$ cat src/rtl/stage4_mem_lsu.sv
// MEM stage between EX and WB: waits for the data-SRAM response, aligns/extends loads, drops responses of flushed entries.
// Latency: zero added cycles; a same-cycle response passes straight to WB. Optional stall counter under MS_STALL_CNT_EN.
// Backpressure: holds the entry while waiting for data_ok or ws_allow_in; refuses EX while MAX_OUTST stale responses are owed.
module stage4_mem_lsu #(
    parameter int PC_W      = 32,
    parameter int DEST_W    = 5,
    parameter int MAX_OUTST = 2,
    localparam int ES_W     = PC_W + DEST_W + 40,
    localparam int WS_W     = PC_W + DEST_W + 33,
    localparam int DS_W     = DEST_W + 34,
    localparam int CW       = $clog2(MAX_OUTST + 1)
) (
    input  logic            clk,
    input  logic            resetn,
    input  logic            es_to_ms_valid,
    output logic            ms_allow_in,
    input  logic [ES_W-1:0] es_to_ms_bus,
    input  logic            ms_flush,
    input  logic            data_sram_data_ok,
    input  logic [31:0]     data_sram_rdata,
    input  logic            ws_allow_in,
    output logic            ms_to_ws_valid,
    output logic [WS_W-1:0] ms_to_ws_bus,
    output logic [DS_W-1:0] ms_to_ds_bus
`ifdef MS_STALL_CNT_EN
    ,
    output logic [31:0]     ms_stall_cnt
`endif
);

    logic [ES_W-1:0] bus_q;
    logic            ms_valid_q, ms_valid_d;
    logic            got_data_q, got_data_d;
    logic [31:0]     rdata_buf_q, rdata_buf_d;
    logic [CW-1:0]   discard_q, discard_d;

    logic [31:0]       alu_result;
    logic [DEST_W-1:0] dest;
    logic              req_issued;
    logic [1:0]        addr_lo;
    logic [2:0]        mem_op;
    logic              res_from_mem;
    logic              gr_we;
    logic [PC_W-1:0]   pc;

    assign {alu_result, dest, req_issued, addr_lo, mem_op, res_from_mem, gr_we, pc} = bus_q;

    logic resp_ok, ms_ready_go, load_en, leave, waiting, disc_inc, disc_dec;

    // A response only belongs to the current entry once every stale one has been drained.
    assign resp_ok        = data_sram_data_ok && (discard_q == '0);
    assign ms_ready_go    = !req_issued || got_data_q || resp_ok;
    assign ms_allow_in    = (!ms_valid_q || (ms_ready_go && ws_allow_in))
                            && (discard_q != CW'(MAX_OUTST));
    assign ms_to_ws_valid = ms_valid_q && ms_ready_go && !ms_flush;
    assign load_en        = es_to_ms_valid && ms_allow_in && !ms_flush;
    assign leave          = ms_to_ws_valid && ws_allow_in;
    assign waiting        = ms_valid_q && req_issued && !got_data_q;
    assign disc_inc       = ms_flush && waiting && !resp_ok;
    assign disc_dec       = data_sram_data_ok && (discard_q != '0);

    always_comb begin
        ms_valid_d  = ms_valid_q;
        got_data_d  = got_data_q;
        rdata_buf_d = rdata_buf_q;
        discard_d   = discard_q;
        if (ms_flush) begin
            ms_valid_d = 1'b0;
        end else if (ms_allow_in) begin
            ms_valid_d = es_to_ms_valid;
        end
        if (ms_flush || leave) begin
            got_data_d = 1'b0;
        end else if (waiting && resp_ok) begin
            got_data_d  = 1'b1;
            rdata_buf_d = data_sram_rdata;
        end
        if (disc_inc && !disc_dec) begin
            discard_d = discard_q + 1'b1;
        end else if (disc_dec && !disc_inc) begin
            discard_d = discard_q - 1'b1;
        end
    end

    always_ff @(posedge clk or negedge resetn) begin
        if (!resetn) begin
            bus_q       <= '0;
            ms_valid_q  <= 1'b0;
            got_data_q  <= 1'b0;
            rdata_buf_q <= '0;
            discard_q   <= '0;
        end else begin
            ms_valid_q  <= ms_valid_d;
            got_data_q  <= got_data_d;
            rdata_buf_q <= rdata_buf_d;
            discard_q   <= discard_d;
            if (load_en) begin
                bus_q <= es_to_ms_bus;
            end
        end
    end

    logic [31:0] raw, mem_ext, final_result;
    logic [7:0]  byte_v;
    logic [15:0] half_v;
    logic        ld_pending, we_valid;

    assign raw    = got_data_q ? rdata_buf_q : data_sram_rdata;
    assign half_v = addr_lo[1] ? raw[31:16] : raw[15:0];

    always_comb begin
        byte_v = raw[7:0];
        case (addr_lo)
            2'd1:    byte_v = raw[15:8];
            2'd2:    byte_v = raw[23:16];
            2'd3:    byte_v = raw[31:24];
            default: byte_v = raw[7:0];
        endcase
    end

    // Unlisted encodings fall back to the full word.
    always_comb begin
        mem_ext = raw;
        case (mem_op)
            3'b001:  mem_ext = {{24{byte_v[7]}}, byte_v};
            3'b101:  mem_ext = {24'd0, byte_v};
            3'b010:  mem_ext = {{16{half_v[15]}}, half_v};
            3'b110:  mem_ext = {16'd0, half_v};
            default: mem_ext = raw;
        endcase
    end

    assign final_result = res_from_mem ? mem_ext : alu_result;
    assign ld_pending   = ms_valid_q && res_from_mem && !ms_ready_go;
    assign we_valid     = ms_valid_q && gr_we;
    assign ms_to_ws_bus = {final_result, dest, gr_we, pc};
    assign ms_to_ds_bus = {ld_pending, we_valid, dest, final_result};

`ifdef MS_STALL_CNT_EN
    logic [31:0] stall_cnt_q;

    always_ff @(posedge clk or negedge resetn) begin
        if (!resetn) begin
            stall_cnt_q <= '0;
        end else if (ms_valid_q && req_issued && !ms_ready_go) begin
            stall_cnt_q <= stall_cnt_q + 32'd1;
        end
    end

    assign ms_stall_cnt = stall_cnt_q;
`endif

endmodule

$ cat config.mk
export PLATFORM = sky130hd
export DESIGN_NAME = stage4_mem_lsu
export DESIGN_NICKNAME = d
export VERILOG_FILES = /design/src/rtl/stage4_mem_lsu.sv
export SDC_FILE = /design/constraint.sdc
export NUM_CORES = 1
export LEC_CHECK = 0
export BUFFER_PORTS_ARGS = -buffer_cell sky130_fd_sc_hd__buf_2
export CORE_AREA = 2 2 88 153
export CTS_CLUSTER_DIAMETER = 200
export DETAILED_ROUTE_END_ITERATION = 7
export DIE_AREA = 0 0 90 155
export GPL_TIMING_DRIVEN = 0
export PLACE_DENSITY = 0.8
export SKIP_LAST_GASP = 1
export SYNTH_ARGS = -nofsm -noshare
export SYNTH_HDL_FRONTEND = slang
export SYNTH_SLANG_ARGS = --single-unit
$ cat constraint.sdc
create_clock -name clk -period 2.6 [get_ports clk]
set_input_delay 0.26 -clock clk [delete_from_list [all_inputs] [get_ports clk]]
set_output_delay 0.26 -clock clk [all_outputs]
set_load 0.03 [all_outputs]
==> impl_summary.md <==
Yosys
Yosys mapped the design onto 36 distinct sky130hd cell types. The share of the synthesized area in the top cell type is 44.6%. In the post-synthesis netlist, the biggest area contributors are sky130_fd_sc_hd__dfrtp_1 45%, sky130_fd_sc_hd__mux2_2 18%, sky130_fd_sc_hd__buf_4 9.2%. The most common flop cell mapped by yosys is sky130_fd_sc_hd__dfrtp_1. Synthesis inferred roughly 110 register bits.

Counting flops with an async set or reset pin after synthesis yields a share of 100%. Of the synthesized area, sequential elements account for 44.6%. Yosys printed 0 warnings. When the netlist entered floorplanning its net count stood at 689.

The post-synthesis instance area is 6340 um^2. The number of enable-type register cells in the synthesized netlist is 0. The instance count of the mapped netlist is 573.

sky130_fd_sc_hd__dfrtp_1 takes more of the synthesized area than any other cell. A synthesized cell averages 11.1 um^2.

Setup path
STA puts the critical path data arrival time at 2.41 ns. The path type of the worst setup path is reg2out. The start point of the critical path is got_data_q$_DFFE_PN0P_. At the worst endpoint, the required time is between 2 and 2.5 ns. Walking the worst path, the cells encountered are buf_8, buf_12, clkbuf_16, mux2i_4, a21oi_1, a31oi_2, a31oi_4, buf_4, buf_2. The endpoint identified for the worst register-to-register timing path is bus_q[1]$_DFFE_PN0P_. STA classifies the critical path startpoint as a flip-flop. The number of buffer and inverter instances along the worst setup path is 5. The capturing element type of the critical path is an output port. For this design, the slowest cell found on the critical path is sky130_fd_sc_hd__dfrtp_1. Setup slack on the worst reg-to-reg path comes out at around 0.22 ns.

Broken down by cell family, the worst path's largest delay share belongs to buffers and inverters. The number of cell instances on the worst register-to-register path is 6. The critical path's largest stage delay is 0.38 ns. In this run the worst path has a maximum fanout of 11. The worst reg2reg path startpoint is discard_q[0]$_DFFE_PN0P_.

Cells and area
For this run, the share of the core covered by cells in the final layout is 71.3%. The library cells used most frequently in the layout, excluding fill and tap cells, are 228 x sky130_fd_sc_hd__buf_2, 112 x sky130_fd_sc_hd__dfrtp_1, 101 x sky130_fd_sc_hd__mux2_2. The library cell used most frequently in the layout, excluding fill and tap cells, is sky130_fd_sc_hd__buf_2. Relative to the synthesized area, the layout overhead comes to 44.0%. The share of layout cells above drive strength 1 is around two thirds.

Once layout is done, the placed cells without fillers occupy 9130 um^2. For this run, the post-layout net count is 940.

CTS
The worst-case clock buffer depth is 2. The total number of clock tree sinks is between 100 and 150. The clock tree from TritonCTS is built.

The clock-pin slew of the registers on the worst-case setup and hold paths is 0.06 ns. Clock tree synthesis inserted a total of 17 buffers. The clock reaches the later pin of the worst-skew pair after 0.41 ns. The root cell of the clock tree is sky130_fd_sc_hd__clkbuf_16. The H-tree was split into 4 levels.

STA
Setup violations remaining at the end of the flow were counted as 12. The smallest setup slack after layout is -0.0741 ns. The number of endpoints with negative hold slack in the final report is 0. Derived from the worst setup path, the maximum achievable clock frequency is 374 MHz. The worst clock skew is 0.00767 ns. Setup repair after global routing could not meet its margin everywhere. Dividing the final minimum period by the clock period gives 103%. The max-slew headroom at the worst pin is between 60% and 70%. The number of pins exceeding their max-slew limit in the final report is 0. The slew at the pin with the worst max-slew slack is 0.503 ns. After layout, the minimum clock period comes to between 2 and 3 ns.

Hold path
The worst hold path begins at es_to_ms_bus[2]. The destination of the worst hold path is bus_q[2]$_DFFE_PN0P_. The worst hold path cell count is 2. The class of the worst hold path is in2reg.

Route
The number of optimization iterations in the first detailed-route pass is 6. The routed design uses 1290 um of met3 wire. The met2 wire length is 10,500 um.

For this block, wires on met1 add up to 6560 um. In the routed design, unresolved DRC markers number 0. The wire length after detailed routing is 19,200 um. The routed layout has 5,477 vias. Using the TritonRoute via totals, the vias-per-cell ratio works out to 5.43. The count of routing violations after the opening detailed-route iteration is 304.

Dividing the detail-routed wire length by the instance count gives 19.0 um. The uppermost layer routed is met4. The remaining number of nets flagged by the antenna check after routing is 0.

Run status
The flow ran to the end, but the final reports show violations. The checks that failed: negative setup slack.

Place
The final weighted congestion in routability-driven placement is 1.02. The count of buffers inserted at the top-level ports is 225. After detailed placement, the total cell area comes to roughly 7700 um^2. After legalization and detailed placement, the total HPWL measured 13,800 um. The minimum setup slack after placement is -0.338 ns.

Floorplanning
The die covers 14,000 um^2. The overall die height is 155 um. Once the floorplan was initialized, standard cells occupied 49.5% of the core. 226 I/O pins were placed.

The number of standard-cell rows in the floorplan is 55. From left edge to right edge, the die measures 90 um. The region available for standard cell placement spans 12,800 um^2.

Power
The clock network fraction of total power is 15.5%. The total power divided by cell area is 1580 nW/um^2. The fraction of power spent switching nets is a little under half.

For this design the static power due to leakage is around 4.2 nW. Summed over all nets, the switching power comes to 0.00689 W. The worst voltage drop across the vdd grid is 0.860 mV. Sequential cells account for 21.2% of the total power.

The cell-internal power is 0.00754 W. The share of power burned in combinational logic is 63.3%. The completed layout was analyzed and its total power is 0.0144 W.

Global route
The number of antenna violations at the first check in global routing is 1. The first global-routing pass estimated about 29,000 um of wire. After global routing the overflow that remains totals 0.

Entering global routing, the biggest net connects 97 pins. The overall routing resource usage is 26.2%. The via count of the first global-routing pass came to approximately 5.5k.

Flow run
The total of max-cap violations is 0.
==> state kept, by name, indices dropped and copies added (netlist names) <==
| signal | count |
|---|---|
| bus_q | 77 |
| rdata_buf_q | 32 |
| discard_q | 2 |
| got_data_q | 1 |
| ms_valid_q | 1 |
==> cells by family after synthesis <==
logic type                 count (synthesis)  synth area share, %
AOI/OAI and AO/OA                        107                 11.5
xor gates and xnor gates                   3                0.415
adders and majority gates                  1                0.197
DFF                                      113                 44.6
and+or+nand+nor                           83                 6.02
buffers and inverters                    124                 12.4
muxes                                    142                 24.9
==> layout make-up <==
type,instances,area (um^2)
plain buffers,115,852
flip-flops and latches,113,2830
multi-input cells,336,3370
fillers,929,3670
repair buffers,236,1280
inverters,5,18.8
clock inverters,13,139
well taps,171,214
clock buffers,18,429
diodes,1,2.50
==> cells in the mapped netlist (2+ instances only) <==
| master | instances |
|---|---|
| sky130_fd_sc_hd__mux2i_1 | 18 |
| sky130_fd_sc_hd__inv_1 | 5 |
| sky130_fd_sc_hd__nand2b_1 | 4 |
| sky130_fd_sc_hd__and2_1 | 2 |
| sky130_fd_sc_hd__o2bb2ai_1 | 8 |
| sky130_fd_sc_hd__or2_2 | 8 |
| sky130_fd_sc_hd__buf_2 | 11 |
| sky130_fd_sc_hd__buf_6 | 2 |
| sky130_fd_sc_hd__mux2_1 | 20 |
| sky130_fd_sc_hd__and3_1 | 2 |
| sky130_fd_sc_hd__dfrtp_1 | 113 |
| sky130_fd_sc_hd__a31oi_1 | 39 |
| sky130_fd_sc_hd__clkbuf_1 | 28 |
| sky130_fd_sc_hd__o2111ai_1 | 2 |
| sky130_fd_sc_hd__buf_4 | 78 |
| sky130_fd_sc_hd__nor3_1 | 9 |
| sky130_fd_sc_hd__o21bai_1 | 2 |
| sky130_fd_sc_hd__o21ai_0 | 3 |
| sky130_fd_sc_hd__o221ai_1 | 7 |
| sky130_fd_sc_hd__mux2_2 | 104 |
| sky130_fd_sc_hd__nor2_1 | 42 |
| sky130_fd_sc_hd__o41ai_1 | 7 |
| sky130_fd_sc_hd__o211ai_1 | 8 |
| sky130_fd_sc_hd__nand2_1 | 12 |
| sky130_fd_sc_hd__nor2b_1 | 2 |
| sky130_fd_sc_hd__a21oi_1 | 26 |
| sky130_fd_sc_hd__xnor2_1 | 2 |
==> layer usage <==
| layer | track usage [%] | vias to the layer above |
|---|---|---|
| met5 | 0 | - |
| met4 | 12.6 | 0 |
| met3 | 6.49 | 60 |
| met2 | 48.2 | 278 |
| met1 | 27.7 | 2642 |
| li1 | - | 2497 |
==> through the flow <==
step	instances	TNS (ns)	hold slack, ns
after detailed placement	970	-8.38	0.110
final	1008	-0.271	0.0638
after global placement	969	-17.49	0.468
after global routing	1008	-2.30	0.0589
after floorplan	573	0	-0.0356
after CTS	1002	-0.360	0.0515
==> power by group through the flow <==
stage / Clock (W) / Sequential, W / Combinational, W
after floorplan: 0 / 0.00286 / 0.00613
after global placement: 0 / 0.00297 / 0.00795
after detailed placement: 0 / 0.00302 / 0.00806
after CTS: 0.00227 / 0.00303 / 0.00848
after global routing: 0.00234 / 0.00316 / 0.00955
final: 0.00224 / 0.00305 / 0.00914
==> worst max-delay path by stage <==
stage	endpoint	slack (ns)	cells after the start
floorplan	ms_to_ws_bus[50]	0.03	7
global placement	ms_to_ws_bus[50]	-0.34	8
detailed placement	ms_to_ws_bus[50]	-0.34	8
CTS	ms_to_ws_bus[40]	-0.06	8
global route	ms_to_ws_bus[51]	-0.13	9
finish	ms_to_ws_bus[51]	-0.07	9
==> what timing repair did <==
| item | in CTS | in global routing |
|---|---|---|
| hold buffers | 1 | 0 |
| setup endpoints to repair | 64 | 62 |
| resized for setup | 89 | 82 |
| cloned | 1 | 1 |
| setup buffers | 2 | 5 |
| endpoints found under the hold margin | 17 | 0 |
| pin swaps | 9 | 12 |
No activity file was read; power rests on OpenSTA's default activity.
